`src/rtl/i2s_tx_arbiter.sv`:
```
// Shares the I2S DAC sample port between NUM_SRC producers.
// One-deep output register, fixed/round-robin grant, underrun count.
module i2s_tx_arbiter #(
    parameter int NUM_SRC    = 3,
    parameter int DATA_WIDTH = 16,
    parameter int SRC_ID_W   = 2,
    parameter int UNDERRUN_W = 16
) (
    input  logic                          clk,
    input  logic                          rst,
    input  logic [NUM_SRC*DATA_WIDTH-1:0] src_data,
    input  logic [NUM_SRC-1:0]            src_valid,
    output logic [NUM_SRC-1:0]            src_ready,
    input  logic [NUM_SRC-1:0]            src_enable,
    input  logic                          rr_mode,
    output logic [DATA_WIDTH-1:0]         dac_data_out,
    output logic                          dac_data_valid,
    input  logic                          dac_ready,
    output logic [SRC_ID_W-1:0]           dac_src_id,
    output logic [UNDERRUN_W-1:0]         underrun_cnt,
    input  logic                          underrun_clr
);

    typedef enum logic {EMPTY, FULL} state_t;

    state_t                state;
    logic [SRC_ID_W-1:0]   rr_ptr;
    logic [SRC_ID_W-1:0]   grant_id;
    logic [SRC_ID_W:0]     rr_idx;
    logic [NUM_SRC-1:0]    eligible;
    logic [DATA_WIDTH-1:0] src_arr [NUM_SRC];
    logic [DATA_WIDTH-1:0] grant_data;
    logic                  grant_any;
    logic                  grant;
    logic                  consume;
    logic                  load_ok;
    logic                  dac_ready_q;
    logic                  underrun_evt;

    for (genvar i = 0; i < NUM_SRC; i++) begin : g_src
        assign src_arr[i]  = src_data[i*DATA_WIDTH +: DATA_WIDTH];
        assign eligible[i] = src_valid[i] && src_enable[i];
    end

    assign dac_data_valid = (state == FULL);
    assign consume        = dac_data_valid && dac_ready;
    assign load_ok        = !dac_data_valid || consume;
    assign grant          = !rst && load_ok && grant_any;

    // Scan downward so the last hit is the highest-priority candidate.
    always_comb begin
        grant_any = 1'b0;
        grant_id  = '0;
        rr_idx    = '0;
        if (rr_mode) begin
            for (int k = NUM_SRC - 1; k >= 0; k--) begin
                rr_idx = {1'b0, rr_ptr} + (SRC_ID_W+1)'(k);
                if (rr_idx >= (SRC_ID_W+1)'(NUM_SRC))
                    rr_idx = rr_idx - (SRC_ID_W+1)'(NUM_SRC);
                if (eligible[rr_idx[SRC_ID_W-1:0]]) begin
                    grant_any = 1'b1;
                    grant_id  = rr_idx[SRC_ID_W-1:0];
                end
            end
        end else begin
            for (int i = NUM_SRC - 1; i >= 0; i--) begin
                if (eligible[i]) begin
                    grant_any = 1'b1;
                    grant_id  = SRC_ID_W'(i);
                end
            end
        end
    end

    assign grant_data = src_arr[grant_id];

    always_comb begin
        src_ready = '0;
        if (grant)
            src_ready[grant_id] = 1'b1;
    end

    always_ff @(posedge clk or posedge rst) begin
        if (rst) begin
            state        <= EMPTY;
            dac_data_out <= '0;
            dac_src_id   <= '0;
            rr_ptr       <= '0;
        end else begin
            unique case (state)
                EMPTY: if (grant) state <= FULL;
                FULL:  if (consume && !grant) state <= EMPTY;
                default: state <= EMPTY;
            endcase
            if (grant) begin
                dac_data_out <= grant_data;
                dac_src_id   <= grant_id;
                rr_ptr       <= (grant_id == SRC_ID_W'(NUM_SRC - 1)) ?
                                '0 : grant_id + SRC_ID_W'(1);
            end
        end
    end

    // Starvation: the DAC asks for a sample while nothing is buffered.
    assign underrun_evt = dac_ready && !dac_ready_q && !dac_data_valid;

    always_ff @(posedge clk or posedge rst) begin
        if (rst) begin
            dac_ready_q  <= 1'b0;
            underrun_cnt <= '0;
        end else begin
            dac_ready_q <= dac_ready;
            if (underrun_clr)
                underrun_cnt <= '0;
            else if (underrun_evt && underrun_cnt != '1)
                underrun_cnt <= underrun_cnt + UNDERRUN_W'(1);
        end
    end

endmodule

```
`config.mk`:
```
export PLATFORM = sky130hd
export DESIGN_NAME = i2s_tx_arbiter
export DESIGN_NICKNAME = d
export VERILOG_FILES = /design/src/rtl/i2s_tx_arbiter.sv
export SDC_FILE = /design/constraint.sdc
export NUM_CORES = 1
export LEC_CHECK = 0
export BUFFER_PORTS_ARGS = -buffer_cell sky130_fd_sc_hd__buf_2
export CORE_ASPECT_RATIO = 0.8
export CORE_MARGIN = 2
export CORE_UTILIZATION = 50
export CTS_BUF_LIST = sky130_fd_sc_hd__clkbuf_4
export DETAILED_ROUTE_END_ITERATION = 12
export PLACE_DENSITY = 0.9
export RECOVER_POWER = 100
export SLEW_MARGIN = 20
export SYNTH_ARGS = -nofsm -noshare
export SYNTH_HDL_FRONTEND = slang
export SYNTH_SLANG_ARGS = --single-unit
```
`constraint.sdc`:
```
create_clock -name clk -period 3 [get_ports clk]
set_clock_uncertainty 0.15 [all_clocks]
set_input_delay 0.6 -clock clk [delete_from_list [all_inputs] [get_ports clk]]
set_output_delay 0.6 -clock clk [all_outputs]
set_load 0.02 [all_outputs]
```
# After elaboration in Yosys (flattened, before gate mapping)

Cells that the tools add are included.

Magnitude comparators: 9
Reduce and logical (&&, ||, !) cells: 17
Shift-type cells: 0
$mul: 0
Multiplexer cells: 38
Bitwise logic cells: 2
Divide/modulo/power cells: 0
Eq/ne operators: 2
$add $sub $neg: 7

Operators with widths:

| kind                  | count |
|---|---|
| $mux 16               | 4 |
| $bmux 16 s2           | 1 |
| $mux 2                | 14 |
| $add 16x1->16 const B | 1 |
| $ne 16x16->1 const B  | 1 |
| $mux 1                | 13 |
| $lt 2x3->1 const B    | 4 |
| $logic_and 1x1->1     | 11 |
| $bmux 1 s2            | 3 |
| $ge 3x2->1 const B    | 2 |
| $sub 2x2->2 const B   | 3 |
| $logic_not 1->1       | 4 |
| $add 2x1->3 const B   | 1 |
| $add 2x2->3 const B   | 1 |
| $ge 3x3->1 const B    | 1 |
| $mux 3                | 1 |
| $not 2->3             | 1 |
| $add 2x1->2 const B   | 1 |
| $demux 1 s2           | 1 |
| $eq 2x2->1 const B    | 1 |
| $ge 2x1->1 const B    | 1 |
| $ge 2x2->1 const B    | 1 |
| $pmux 1 s2            | 1 |
| $reduce_bool 2->1     | 1 |
| 2 further kinds       | 2 |

Bits in latches: 0
Register bits after elaboration: 38
Output and inout bits: 38
Word-level logic and storage cells: 81
Bits in read-only memories: 0
Bits in writable memories: 0
Memories kept: 0
Input port bits: 59

# Depth between registers and ports, before layout

Gate-level depths: netlist of run 1.

Word-level depth: 15
Depth in mapped cells: 10
Gate-level depth less buffers: 8

# Worst setup path before layout of run 1

No wires, ideal clock.

Path type: register to output
From: register rr_ptr[0]
To: output src_ready[0]
Buffers on the path: 1
Setup slack: 0.302 ns
Stages on the path, launching flop included: 9
Arrival time: 1.948 ns
Path through: dfrtp_1 > inv_1 > ha_1 > or2_0 > a31oi_1 > nor2_1 > o21ba_1 > buf_2 > nor3_2

Longest elaborated chain between the ends: 15
Elaborated cells on any way between the ends: 35
Those cells by class: add/sub (5); order compare (5); mux (23); reduce/logical (2)

RTL lines:

| element                                                               | RTL line | text |
|---|---|---|
| start: declaration                                                    | 27       | `logic [SRC_ID_W-1:0] rr_ptr;` |
| start signal: assignment                                              | 98       | `rr_ptr <= (grant_id == SRC_ID_W'(NUM_SRC - 1)) ?` |
| $add 2x2->3                                                           | 57       | `rr_idx = {1'b0, rr_ptr} + (SRC_ID_W+1)'(k);` |
| $ge 3x2->1 / $sub 2x2->2 (equally long branches)                      | 58, 59   |  |
| $mux 2                                                                | 58       | `if (rr_idx >= (SRC_ID_W+1)'(NUM_SRC))` |
| $mux 2                                                                | 55       | `if (rr_mode) begin` |
| $bmux 1 s2                                                            | 60       | `if (eligible[rr_idx[SRC_ID_W-1:0]]) begin` |
| $mux 1 (implied by the code)                                          | 60       |  |
| $mux 2 (3 in a row)                                                   | 60       |  |
| $mux 2                                                                | 55       |  |
| $lt 2x3->1 (implied by the code) / $ge 2x1->1 (equally long branches) | 80       | `src_ready[grant_id] = 1'b1;` |
| $logic_and 1x1->1 (implied by the code)                               | 80       |  |
| $mux 1 (implied by the code)                                          | 80       |  |
| $demux 1 s2                                                           | 80       |  |
| $mux 3 (*)                                                            | 79       | `if (grant)` |
| end: declaration                                                      | 13       | `output logic [NUM_SRC-1:0] src_ready,` |

Every way passes the cells marked *; elsewhere a longest branch is shown, timed or not. The select of a mux whose other input is x is not followed.

# Worst setup path in the final report of run 1

Same ends and word-level chain as after synthesis.

==> reports/qor.yml, run 1 <==
start_util_pct: 51.86
netlist_area_sq_um: 2370
synth_edf_count: 0
synth_nets: 314
drive_gt1_share_pct: 31.07
dieArea_sq_um: 5310
cp_slowest_cell: "dfrtp_1"
pin_count: 97
drv_slew: 39
nFillCells: 423
setup_viol: 0
hold_ws_ns: 0.2492
slowest_delay_ns: 0.41
hold_class: "in -> reg"
die_w_um: 80.97
cp.required_ns: 2.25
synth_cell_types: 46
drtIter0Drc: 104
clk_pin_slew_worst_paths_ns: 0.12
final_common_cell: "buf_2"
grt.overflow.total: 0
synthFlopType: "dfrtp_1"
postRouteAntennaNets: 0
wirelength_um: 5962
gp_congestion: 0.9100
area_growth_pct: 28.30
core_area_sq_um: 4569
dp_hpwl_um: 4443
maxCapViolations: 1
min_period_ns: 2.960
clock.fmax_mhz: 337.8
clk_latency_ns: 0.35
layout_common_cells: "59 x buf_2, 37 x dfrtp_1, 37 x clkbuf_1"
rsz0062_at_grt: "true"
vias: 2282
finalCoreUtilization_pct: 66.54
p_per_area_nw_per_um2: 730.1
fin_crit_sh_pct: 98.67
cts_root_buf: "clkbuf_4"
routed_via_density: 5.512
violations: "max-capacitance violations, max-slew violations"
hold_buffers: 0
grt_pass1_wl_um: 9715
rows: 22
wl_per_cell_um: 14.40
instances_no_fill: 414
worst_pin_slew_ns: 1.972
drc: 0
cts_buffer_depth: 2
avgSynthCellArea_sq_um: 9.479
cts_max_level: 2
hold_viol: 0
crit_path_max_fanout: 6
r2r_slack_ns: 0.49
antenna_found_initial: 0
die_h_um: 65.58
cts_made_buffers: 5
outcome: "complete, but fails checks"
n_antenna_cell: 0
clock-sinks: 38
arrival_ns: 2.21
grtUsageTotal_pct: 23.32
grt_pass1_vias: 2244
cts_tree: "done"
netlist_instances: 250
io_buffers: 96
fin_nets: 418
grt_max_degree: 39
peakVddDrop_mv: 0.3999
ys_seq_area_share_pct: 40.13
path_class: "reg -> out"
synth-seq-cells: 38
place_ws_ns: 0.2705
yosys_warnings: 0
drt_first_pass_iters: 4
crit_path_cell_trace: "buf_6 > ha_4 > or2_4 > a31oi_1 > nor2_1 > o21ba_2 > nor3_2 > buf_4"
dp.cells: 401
startpoint_type: "flop"
worst_slack_ns: 0.03986
leakage_uw: 0.001346
ys_async_sr_fraction_pct: 100.0
relSlewSlack_pct: -31.50
end_kind: "output pin"
==> stage by stage <==
stage | instance area [sq um] | TNS, ns | power, uW
6_report | 3040 | 0 | 2220
5_1_grt | 3040 | -0.01431 | 2373
4_1_cts | 3038 | 0 | 2183
3_5_place_dp | 2905 | 0 | 1763
3_3_place_gp | 2905 | 0 | 1729
2_1_floorplan | 2370 | 0 | 1476
==> area by class of cell <==
class	count	area (sq um)	share of cell area (%)
Clock inverter	2	33.78	1.111
Inverter	6	22.52	0.7407
Tap cell	60	75.07	2.469
Sequential cell	38	952.2	31.32
Clock buffer	5	37.54	1.235
Multi-Input combinational cell	192	1369	45.02
Timing Repair Buffer	111	550.5	18.11
==> cells in the mapped netlist (6+ instances only) <==
cell	instances	area (sq um)
dfrtp_1	38	950.9
nor2_1	35	131.4
nand2_1	27	101.4
o31ai_1	17	127.6
nor2b_1	12	75.07
a221oi_2	10	150.1
a221oi_1	8	70.07
nand4_1	8	50.05
xor2_1	8	70.07
and2b_1	6	45.04
inv_1	6	22.52
==> per-layer routing <==
metal	track usage, %	routed length (um)	vias to the layer above
li1	-	-	1119
met1	26.80	2532	1066
met2	42.25	2908	90
met3	7.005	466	7
met4	5.720	55	0
met5	0	0	-
==> cells by family (layout without fill, tap and decap cells) <==
family | Yosys count | in the layout | synth area share (%)
XOR/XNOR | 13 | 13 | 4.805
AO/OA/AOI/OAI | 58 | 58 | 21.70
multiplexers | 2 | 2 | 0.9503
AND/OR/NAND/NOR | 114 | 114 | 24.60
buffers and inverters | 20 | 124 | 5.174
flip-flops | 38 | 38 | 40.13
adder cells (fa/ha/maj) | 5 | 5 | 2.640
==> critical path, delay by kind of cell (launching register included) <==
| family | cells | cell delay [ns] |
|---|---|---|
| compound gates | 2 | 0.41 |
| fa+ha+maj | 1 | 0.17 |
| buf+inv | 2 | 0.32 |
| flops | 1 | 0.41 |
| simple gates | 3 | 0.56 |
==> sequential cells by signal (all words and copies together) (netlist names) <==
register and flops:
dac_src_id 2, dac_ready_q 1, dac_data_valid 1, rr_ptr 2
dac_data_out 16, underrun_cnt 16
==> power by group <==
part / switching, uW / internal, uW / leakage, uW
registers: 92.7 / 647 / 0.000494
clock network: 167 / 169 / 0.0000387
logic: 672 / 473 / 0.000814
total: 932 / 1290 / 0.00135
==> repair_timing <==
action | 4_1_cts | 5_1_grt
gates resized for setup | 9 | 9
endpoints found under the setup margin | 3 | 3
endpoints found under the hold margin | 0 | 0
pin swaps | 4 | 6
buffers inserted | 3 | 3
==> worst paths after layout <==
path / depth (start not counted) / startpoint / end
worst min register to register: 1 / dac_src_id[1] / dac_src_id[1]
worst max-delay path: 8 / rr_ptr[0] / src_ready[0]
max in group asynchronous: 3 / rst / rr_ptr[1]
min in group asynchronous: 3 / rst / dac_ready_q
worst max register to register: 6 / rr_ptr[1] / dac_data_out[13]
worst min-delay path: 1 / dac_ready / dac_ready_q
(Power assumes the default switching activity.)
==> inputs of run 2 (changes only) <==
- SETUP_SLACK_MARGIN: not set -> 0.5
==> run 2 against run 1 <==
The flow now finishes without violations. Combinational power grew 32%. Clock-buffer cell count grew 1. Flip-flop and latch count is the same. Final cell count grew 0.72%. Core utilization grew 7.9 points. Setup slack lost 0.0014 ns. Hold slack lost 0.019 ns. Final area grew 12%. Die area is the same. Non-clock buffer count grew 2. Critical path type unchanged.
==> reports/qor.yml, run 2 (synthesized netlist as in run 1, its figures left out) <==
r2r-end: "dac_data_out[11]"  # was dac_data_out[13]
p_per_area_nw_per_um2: 744.0  # was 730.1 nW/um^2
start_util_pct: 51.86  # unchanged
layout_common_cells: "57 x buf_2, 37 x clkbuf_1, 36 x dfrtp_1"  # was 59 x buf_2, 37 x dfrtp_1, 37 x clkbuf_1
grtUsageTotal_pct: 25.01  # was 23.32%
clock.fmax_mhz: 337.7  # was 337.8 MHz
grt.overflow.total: 0  # unchanged
core_area_sq_um: 4569  # unchanged
peakVddDrop_mv: 0.5188  # was 0.3999 mV
postRouteAntennaNets: 0  # unchanged
routed_via_density: 5.698  # was 5.512
cts_tree: "done"  # unchanged
cp_slowest_cell: "dfrtp_2"  # was dfrtp_1
reg.largest.list: "dac_data_out: 16 flops, underrun_cnt: 16 flops"  # unchanged
slowest_delay_ns: 0.47  # was 0.41 ns
place_ws_ns: 0.1996  # was 0.2705 ns
drive_gt1_share_pct: 36.13  # was 31.07%
r2r_slack_ns: 0.50  # was 0.49 ns
hold_viol: 0  # unchanged
cts_root_buf: "clkbuf_4"  # unchanged
gp_congestion: 0.8852  # was 0.9100
crit_path_max_fanout: 6  # unchanged
setup_viol: 0  # unchanged
dieArea_sq_um: 5310  # unchanged
grt_max_degree: 36  # was 39
startpoint_type: "flop"  # unchanged
reg2reg_depth: 11  # was 6
wirelength_um: 6904  # was 5962 um
die_h_um: 65.58  # unchanged
clk_pin_slew_worst_paths_ns: 0.12  # about the same
grt_pass1_vias: 2368  # was 2244
nFillCells: 349  # was 423
outcome: "complete, no violations"  # was complete, but fails checks
rows: 22  # unchanged
worst_pin_slew_ns: 0.9907  # was 1.972 ns
pin_count: 97  # unchanged
cts_max_level: 2  # unchanged
end_kind: "output pin"  # unchanged
die_w_um: 80.97  # unchanged
crit_path_cell_trace: "inv_4 > ha_4 > or2_4 > a31oi_4 > nor2_4 > o21ba_4 > nor3_4 > buf_6"  # was buf_6 > ha_4 > or2_4 > a31oi_1 > nor2_1 > o21ba_2 > nor3_2 > buf_4
fin_crit_sh_pct: 98.72  # was 98.67%
dp_hpwl_um: 4385  # was 4443 um
clock-sinks: 38  # unchanged
area_growth_pct: 43.45  # was 28.30%
relSlewSlack_pct: 33.95  # was -31.50%
hold_ws_ns: 0.2297  # was 0.2492 ns
worst_slack_ns: 0.03842  # was 0.03986 ns
leakage_uw: 0.001444  # was 0.001346 uW
drv_slew: 0  # was 39
cts_buffer_depth: 2  # unchanged
final_common_cell: "buf_2"  # unchanged
fin_nets: 420  # was 418
r2r_start: "rr_ptr[0]"  # was rr_ptr[1]
cts_made_buffers: 5  # unchanged
drtIter0Drc: 103  # was 104
drt_first_pass_iters: 4  # unchanged
clk_latency_ns: 0.34  # was 0.35 ns
vias: 2376  # was 2282
maxCapViolations: 0  # was 1
io_buffers: 96  # unchanged
n_antenna_cell: 0  # unchanged
path_class: "reg -> out"  # unchanged
min_period_ns: 2.962  # was 2.960 ns
hold_class: "in -> async"  # was in -> reg
grt_pass1_wl_um: 10350  # was 9715 um
rsz0062_at_grt: "true"  # unchanged
wl_per_cell_um: 16.56  # was 14.40 um
antenna_found_initial: 0  # unchanged
cp.required_ns: 2.25  # about the same
arrival_ns: 2.21  # about the same
drc: 0  # unchanged
==> run 2: layer usage <==
metal	GRT usage (%)	vias to the layer above	wire [um]
li1	-	1122	-
met1	31.21	1127	2828
met2	41.74	116	3323
met3	6.456	11	640
met4	9.110	0	112
met5	0	-	0
==> run 2: area by class of cell <==
class | instances | area, sq um | share of cell area, %
sequential | 38 | 953.4 | 28.05
inverter | 6 | 25.02 | 0.7361
clock inverter | 2 | 8.758 | 0.2576
multi-input combinational | 192 | 1604 | 47.18
clock buffer | 6 | 45.04 | 1.325
timing repair buffer | 113 | 688.2 | 20.24
tap | 60 | 75.07 | 2.208
==> run 2: stage by stage <==
| stage | area (sq um) | util (%) | TNS [ns] | power, uW | cells |
|---|---|---|---|---|---|
| CTS | 3109 | 68.04 | 0 | 2240 | 412 |
| floorplan | 2409 | - | 0 | 1519 | 250 |
| global placement | 2923 | 63.97 | 0 | 1768 | 399 |
| global route | 3400 | 74.40 | -0.03886 | 2674 | 417 |
| detailed placement | 2923 | 63.97 | 0 | 1799 | 399 |
| finish | 3400 | 74.40 | 0 | 2529 | 417 |
==> run 2: worst max-delay path, delay by kind of cell (launching register included) <==
kind,cells,cell delay [ns]
AND/OR/NAND/NOR,3,0.52
flip-flops,1,0.47
AO/OA/AOI/OAI,2,0.43
buffers and inverters,2,0.23
adder cells (fa/ha/maj),1,0.23
==> run 2: repair_timing <==
item,4_1_cts,5_1_grt
setup endpoints to repair,22,22
setup buffers,5,2
gates resized for setup,19,40
hold buffers,0,0
cloned,0,3
pin swaps,5,14
==> run 2: worst max-delay path by stage <==
| stage | startpoint | to | slack (ns) | cells past startpoint |
|---|---|---|---|---|
| after global routing | rr_ptr[0] | src_ready[0] | -0.04 | 8 |
| after CTS | rr_ptr[1] | src_ready[0] | 0.05 | 8 |
| final | rr_ptr[0] | src_ready[0] | 0.04 | 8 |
| after detailed placement | src_valid[0] | src_ready[0] | 0.20 | 7 |
| after global placement | src_valid[0] | src_ready[0] | 0.27 | 7 |
| after floorplan | rr_ptr[0] | src_ready[1] | 0.42 | 8 |
==> run 2: power breakdown <==
part           switching, uW  total (uW)  leakage, uW  internal, uW
Sequential              99.3         747     0.000493           648
Combinational            851        1520     0.000919           664
Clock                    170         267    0.0000331          97.3
Total                   1120        2530      0.00144          1410
